==> src/rtl/piso_sched_pkg.sv <==
// ============================================================================
//  Module   : piso_sched_pkg
//  Purpose  : Shared state encoding and default sizing for the PISO TX scheduler
//  Revision : 1.0  initial release
// ============================================================================
`default_nettype none

package piso_sched_pkg;

    localparam int C_DEF_WIDTH   = 16;
    localparam int C_DEF_NUM_REQ = 4;

    typedef enum logic [1:0] {
        IDLE  = 2'd0,
        SHIFT = 2'd1,
        GAP   = 2'd2
    } state_t;

endpackage : piso_sched_pkg

`default_nettype wire

==> src/rtl/piso_shift.sv <==
// ============================================================================
//  Module   : piso_shift
//  Purpose  : WIDTH-bit right shift register, parallel load, LSB as serial out
//  Revision : 1.0  initial release
// ============================================================================
`default_nettype none

module piso_shift
    import piso_sched_pkg::*;
#(
    parameter int WIDTH = C_DEF_WIDTH
) (
    input  logic             clk,
    input  logic             rst,
    input  logic             i_load,
    input  logic             i_shift,
    input  logic [WIDTH-1:0] i_din,
    output logic             o_sout
);

    logic [WIDTH-1:0] shreg_q;
    logic [WIDTH-1:0] shreg_d;

    // Load wins over shift; zeros enter from the top so an idle register drains to 0.
    always_comb begin
        shreg_d = shreg_q;
        if (i_load) begin
            shreg_d = i_din;
        end else if (i_shift) begin
            shreg_d = {1'b0, shreg_q[WIDTH-1:1]};
        end
    end

    always_ff @(posedge clk or posedge rst) begin
        if (rst) begin
            shreg_q <= '0;
        end else begin
            shreg_q <= shreg_d;
        end
    end

    assign o_sout = shreg_q[0];

endmodule : piso_shift

`default_nettype wire

==> src/rtl/piso_tx_sched.sv <==
// ============================================================================
//  Module   : piso_tx_sched
//  Purpose  : Round-robin grant of parallel words onto one LSB-first serial line
//  Revision : 1.0  initial release
// ============================================================================
`default_nettype none

module piso_tx_sched
    import piso_sched_pkg::*;
#(
    parameter int WIDTH      = C_DEF_WIDTH,
    parameter int NUM_REQ    = C_DEF_NUM_REQ,
    parameter int GAP_CYCLES = 0
) (
    input  logic                       clk,
    input  logic                       rst,
    input  logic                       enable,
    input  logic [NUM_REQ-1:0]         req_valid,
    input  logic [NUM_REQ*WIDTH-1:0]   req_data,
    output logic [NUM_REQ-1:0]         req_ready,
    output logic                       serial_out,
    output logic                       serial_valid,
    output logic                       frame_start,
    output logic                       frame_end,
    output logic [$clog2(NUM_REQ)-1:0] active_id,
    output logic                       busy
);

    localparam int C_IDW = $clog2(NUM_REQ);
    localparam int C_CW  = $clog2(WIDTH);
    localparam int C_GW  = (GAP_CYCLES > 1) ? $clog2(GAP_CYCLES) : 1;
    localparam logic [C_CW-1:0] C_LAST_BIT = C_CW'(WIDTH - 1);
    localparam logic [C_GW-1:0] C_GAP_LAST = C_GW'((GAP_CYCLES > 0) ? GAP_CYCLES - 1 : 0);

    state_t           state_q, state_d;
    logic [C_CW-1:0]  cnt_q,   cnt_d;
    logic [C_GW-1:0]  gap_q,   gap_d;
    logic [C_IDW-1:0] ptr_q,   ptr_d;
    logic [C_IDW-1:0] id_q,    id_d;

    logic             w_grant;
    logic [C_IDW-1:0] w_win;
    logic [WIDTH-1:0] w_word;
    logic             w_sout;

    // First valid index after p, wrapping; later (larger) offsets are overwritten by nearer ones.
    function automatic logic [C_IDW-1:0] rr_pick(input logic [NUM_REQ-1:0] v,
                                                 input logic [C_IDW-1:0]   p);
        logic [C_IDW-1:0] w;
        logic [C_IDW-1:0] idx;
        w = p;
        for (int off = NUM_REQ; off >= 1; off--) begin
            idx = C_IDW'((int'(p) + off) % NUM_REQ);
            if (v[idx]) begin
                w = idx;
            end
        end
        return w;
    endfunction

    assign w_win     = rr_pick(req_valid, ptr_q);
    assign w_grant   = (state_q == IDLE) && enable && (|req_valid) && !rst;
    assign w_word    = req_data[int'(w_win)*WIDTH +: WIDTH];
    assign req_ready = w_grant ? (NUM_REQ'(1) << w_win) : '0;

    always_comb begin
        state_d = state_q;
        cnt_d   = cnt_q;
        gap_d   = gap_q;
        ptr_d   = ptr_q;
        id_d    = id_q;
        case (state_q)
            IDLE: begin
                if (w_grant) begin
                    state_d = SHIFT;
                    cnt_d   = '0;
                    ptr_d   = w_win;
                    id_d    = w_win;
                end
            end
            SHIFT: begin
                cnt_d = cnt_q + 1'b1;
                if (cnt_q == C_LAST_BIT) begin
                    cnt_d   = '0;
                    gap_d   = '0;
                    state_d = (GAP_CYCLES > 0) ? GAP : IDLE;
                end
            end
            GAP: begin
                if (gap_q == C_GAP_LAST) begin
                    state_d = IDLE;
                end else begin
                    gap_d = gap_q + 1'b1;
                end
            end
            default: state_d = IDLE;
        endcase
    end

    // Pointer resets to the last index so requester 0 is searched first.
    always_ff @(posedge clk or posedge rst) begin
        if (rst) begin
            state_q <= IDLE;
            cnt_q   <= '0;
            gap_q   <= '0;
            ptr_q   <= C_IDW'(NUM_REQ - 1);
            id_q    <= '0;
        end else begin
            state_q <= state_d;
            cnt_q   <= cnt_d;
            gap_q   <= gap_d;
            ptr_q   <= ptr_d;
            id_q    <= id_d;
        end
    end

    piso_shift #(
        .WIDTH (WIDTH)
    ) u_shift (
        .clk     (clk),
        .rst     (rst),
        .i_load  (w_grant),
        .i_shift (state_q == SHIFT),
        .i_din   (w_word),
        .o_sout  (w_sout)
    );

    assign serial_valid = (state_q == SHIFT);
    assign serial_out   = serial_valid & w_sout;
    assign frame_start  = serial_valid && (cnt_q == '0);
    assign frame_end    = serial_valid && (cnt_q == C_LAST_BIT);
    assign busy         = (state_q != IDLE);
    assign active_id    = id_q;

endmodule : piso_tx_sched

`default_nettype wire

==> config.mk <==
export PLATFORM = sky130hd
export DESIGN_NAME = piso_tx_sched
export DESIGN_NICKNAME = d
export VERILOG_FILES = /design/src/rtl/piso_sched_pkg.sv /design/src/rtl/piso_shift.sv /design/src/rtl/piso_tx_sched.sv
export SDC_FILE = /design/constraint.sdc
export NUM_CORES = 1
export LEC_CHECK = 0
export ABC_CLOCK_PERIOD_IN_PS = 2750
export CELL_PAD_IN_SITES_DETAIL_PLACEMENT = 1
export CELL_PAD_IN_SITES_GLOBAL_PLACEMENT = 2
export CORE_ASPECT_RATIO = 2
export CORE_UTILIZATION = 24
export CTS_BUF_LIST = sky130_fd_sc_hd__clkbuf_4 sky130_fd_sc_hd__clkbuf_8
export DETAILED_ROUTE_END_ITERATION = 10
export GPL_TIMING_DRIVEN = 0
export PLACE_DENSITY = 0.91
export SLEW_MARGIN = 10
export SYNTH_ARGS = -nofsm -noshare
export SYNTH_HDL_FRONTEND = slang
export SYNTH_SLANG_ARGS = --single-unit
==> constraint.sdc <==
create_clock -name clk -period 2.75 [get_ports clk]
set_input_delay 0.55 -clock clk [delete_from_list [all_inputs] [get_ports clk]]
set_output_delay 0.55 -clock clk [all_outputs]
set_load 0.005 [all_outputs]
==> impl_metrics.yaml <==
status:
  outcome: "finished clean"
finish:
  fin_area_um2: 3010
  drive_gt1_share_pct: 17.1
  nNetsFinal: 384
  diodes: 0
  final_core_util_pct: 39.3
  areaGrowthSynthToFinish_pct: 58.3
  fillerInstances: 940
floorplanning:
  coreArea_um2: 7660
  ios: 82
  row_count: 45
  dieArea_um2: 8310
  die_w_um: 65.0
  die-height_um: 128
  start_util_pct: 24.9
global_routing:
  grt_use_total_pct: 17.6
  grt_pass1_wl_mm: 11.2
  gr-total-overflow: 0
  antenna_found_initial: 0
  grt_pass1_vias: 2249
  grt_start_max_net_pins: 26
timing:
  period_share_pct: 97.9
  setup_viol: 0
  slew_headroom_pct: 33.8
  finalClockSkew_ns: 0.0112
  maxSlewViolCount: 0
  rsz0062_at_grt: "false"
  whs_ns: 0.523
  post-route-min-period_ns: 2.69
  tightest_slew_ns: 0.992
  maxClockFrequency_mhz: 371
  fin_ws_ns: 0.0577
  hold_violations: 0
power:
  power.share.combinational_pct: 60.8
  pwr-share-seq_pct: 29.0
  p_per_area_nw_per_um2: 763
  irDropWorstVdd_mv: 0.290
  total_power_mw: 2.30
  p_sw_share_pct: 41.9
  leakagePower_nw: 1.25
  p_clk_share_pct: 10.2
  p_switching_mw: 0.964
  intPower_mw: 1.33
hold_path:
  hold_class: "flop to flop"
  hp-start: "u_shift.shreg_q[15]$_DFFE_PP0P_"
  whs_path_depth: 2
setup_path:
  crit_chain: "buf_2 -> or4_4 -> and3_4 -> buf_6 -> nand2_8 -> nor2_1 -> clkdlybuf4s50_1"
  critical_path_arrival_ns: 2.14
  regToRegStartpoint: "ptr_q[1]$_DFFE_PP1P_"
  cpPeakStageDelay_ns: 0.57
  crit_slowest_cell: "or4_4"
  worstRegToRegCells: 9
  critical_path_class: "primary input to primary output"
  startpoint: "req_valid[2]"
  crit_path_end_kind: "primary output"
  cp-start-kind: "primary input"
  crit_fanout: 8
  cp.required_ns: 2.20
flow_run:
  maxCapViolations: 0
detailed_routing:
  vias: 2091
  drtAntennaViolNets: 0
  wl_per_cell_um: 17.9
  via_per_inst: 5.18
  routed_wl_mm: 7.23
  drcViolationCount: 0
  dr.pass1.iters: 4
  first_iter_violations: 42
placed_design:
  dp_slack_ns: -0.640
  dpl_cell_area_um2: 2830
  gp_congestion: 0.856
  portBuffers: 81
  dp_hpwl_mm: 5.49
synthesis:
  synth_cell_types: 43
  netlist_instances: 215
  synth_seq_cells: 25
  async_flop_share_pct: 100
  netlist_area_um2: 1900
  ys_top_cells_by_count: "24 x a211oi_1, 24 x nand2_1, 23 x dfrtp_1"
  syn_avg_cell_area_um2: 8.85
  synth.area.top_cells: "dfrtp_1 30%, a211oi_1 9.5%, mux2i_1 5.3%"
  synth_seq_area_share_pct: 33.0
  ys.flop_type: "dfrtp_1"
  synth-edff-count: 0
  postSynthNetCount: 288
  yosysTopAreaCellShare_pct: 30.2
  yosys_warnings: 0
  synth_top_area_cell: "dfrtp_1"
clocking:
  clock_path_buffers: 2
  cts_tree: "yes"
  cts_buffers: 3
  clock_latency_ns: 0.29
  cts_max_level: 1
  clkSinkCount: 25
  clockRootBuffer: "clkbuf_8"
  clk_pin_slew_worst_paths_ns: 0.09
through the flow:
step           instances  setup TNS, ns
5_1_grt              404              0
3_5_place_dp         390          -2.29
3_3_place_gp         390          -2.34
4_1_cts              398         -0.100
6_report             404              0
2_1_floorplan        215              0
logic make-up (layout without fill, tap and decap cells):
family / count (synthesis) / in the layout / synth area share, %
flip-flops: 25 / 25 / 33.0
adder cells (fa/ha/maj): 2 / 2 / 1.31
buffers and inverters: 22 / 117 / 6.51
multiplexers: 17 / 17 / 9.40
AND/OR/NAND/NOR: 73 / 73 / 20.6
AO/OA/AOI/OAI: 76 / 76 / 29.1
cell usage in the layout (no fill, tap or decap), drive strengths merged, types with 2 or more instances in the layout:
cell type      instances
o31ai                  8
o21ai                 11
o31a                   8
a211oi                24
ha                     2
mux2                   7
nand2                 25
a21o                   3
clkbuf                12
dlymetal6s2s           2
a21oi                 12
buf                   22
nand2b                 4
nand3                  4
inv                    5
mux2i                 10
clkdlybuf4s50         75
a211o                  7
nor3                   2
dfstp                  2
dfrtp                 23
nor2b                  9
nor2                  16
nand4                  7
flip-flops by register name, summed over array words and instances, names as in the netlist:
name             cells
active_id            2
cnt_q                4
ptr_q                2
state_q              1
u_shift.shreg_q     16
power groups by stage:
| stage | sequential, mW | clock, mW | combinational, mW |
|---|---|---|---|
| global route | 0.685 | 0.248 | 1.53 |
| detailed placement | 0.659 | 0 | 1.27 |
| global placement | 0.654 | 0 | 1.23 |
| floorplan | 0.625 | 0 | 0.845 |
| finish | 0.666 | 0.235 | 1.40 |
| CTS | 0.656 | 0.235 | 1.31 |
critical path, delay by kind of cell:
kind          cells  cell delay [ns]
buf+inv           3             0.71
simple gates      4             0.87
timing repair:
item	in CTS	in global routing
buffers inserted	6	7
hold buffers	0	0
pin swaps	4	4
resized for setup	17	17
setup endpoints to repair	7	6
worst paths after layout:
| check | end | slack [ns] |
|---|---|---|
| worst max register to register | u_shift.shreg_q[7]$_DFFE_PP0P_ | 0.48 |
| worst min register to register | u_shift.shreg_q[15]$_DFFE_PP0P_ | 0.52 |
| worst max-delay path | req_ready[3] | 0.06 |
| min in group asynchronous | cnt_q[3]$_DFFE_PP0P_ | 0.58 |
| worst min-delay path | u_shift.shreg_q[15]$_DFFE_PP0P_ | 0.52 |
| max in group asynchronous | state_q[0]$_DFFE_PP0P_ | 1.51 |
layout make-up:
| type | instances | area [µm²] | share of cell area, % |
|---|---|---|---|
| clock buffer | 3 | 41.3 | 1.37 |
| inverter | 5 | 18.8 | 0.623 |
| buffer | 14 | 96.3 | 3.20 |
| timing repair buffer | 94 | 893 | 29.7 |
| tap | 94 | 118 | 3.90 |
| clock inverter | 1 | 7.51 | 0.249 |
| sequential | 25 | 629 | 20.9 |
| multi-input combinational | 168 | 1210 | 40.1 |
metal layers:
layer | vias up | part of all wire (%) | global-route usage (%)
met5 | - | 0 | 0
met4 | 0 | 1.7 | 6.80
met3 | 9 | 2.2 | 1.25
met2 | 52 | 60 | 34.5
met1 | 1034 | 36 | 18.6
li1 | 996 | - | -
Power figures use the tool's default switching activity.
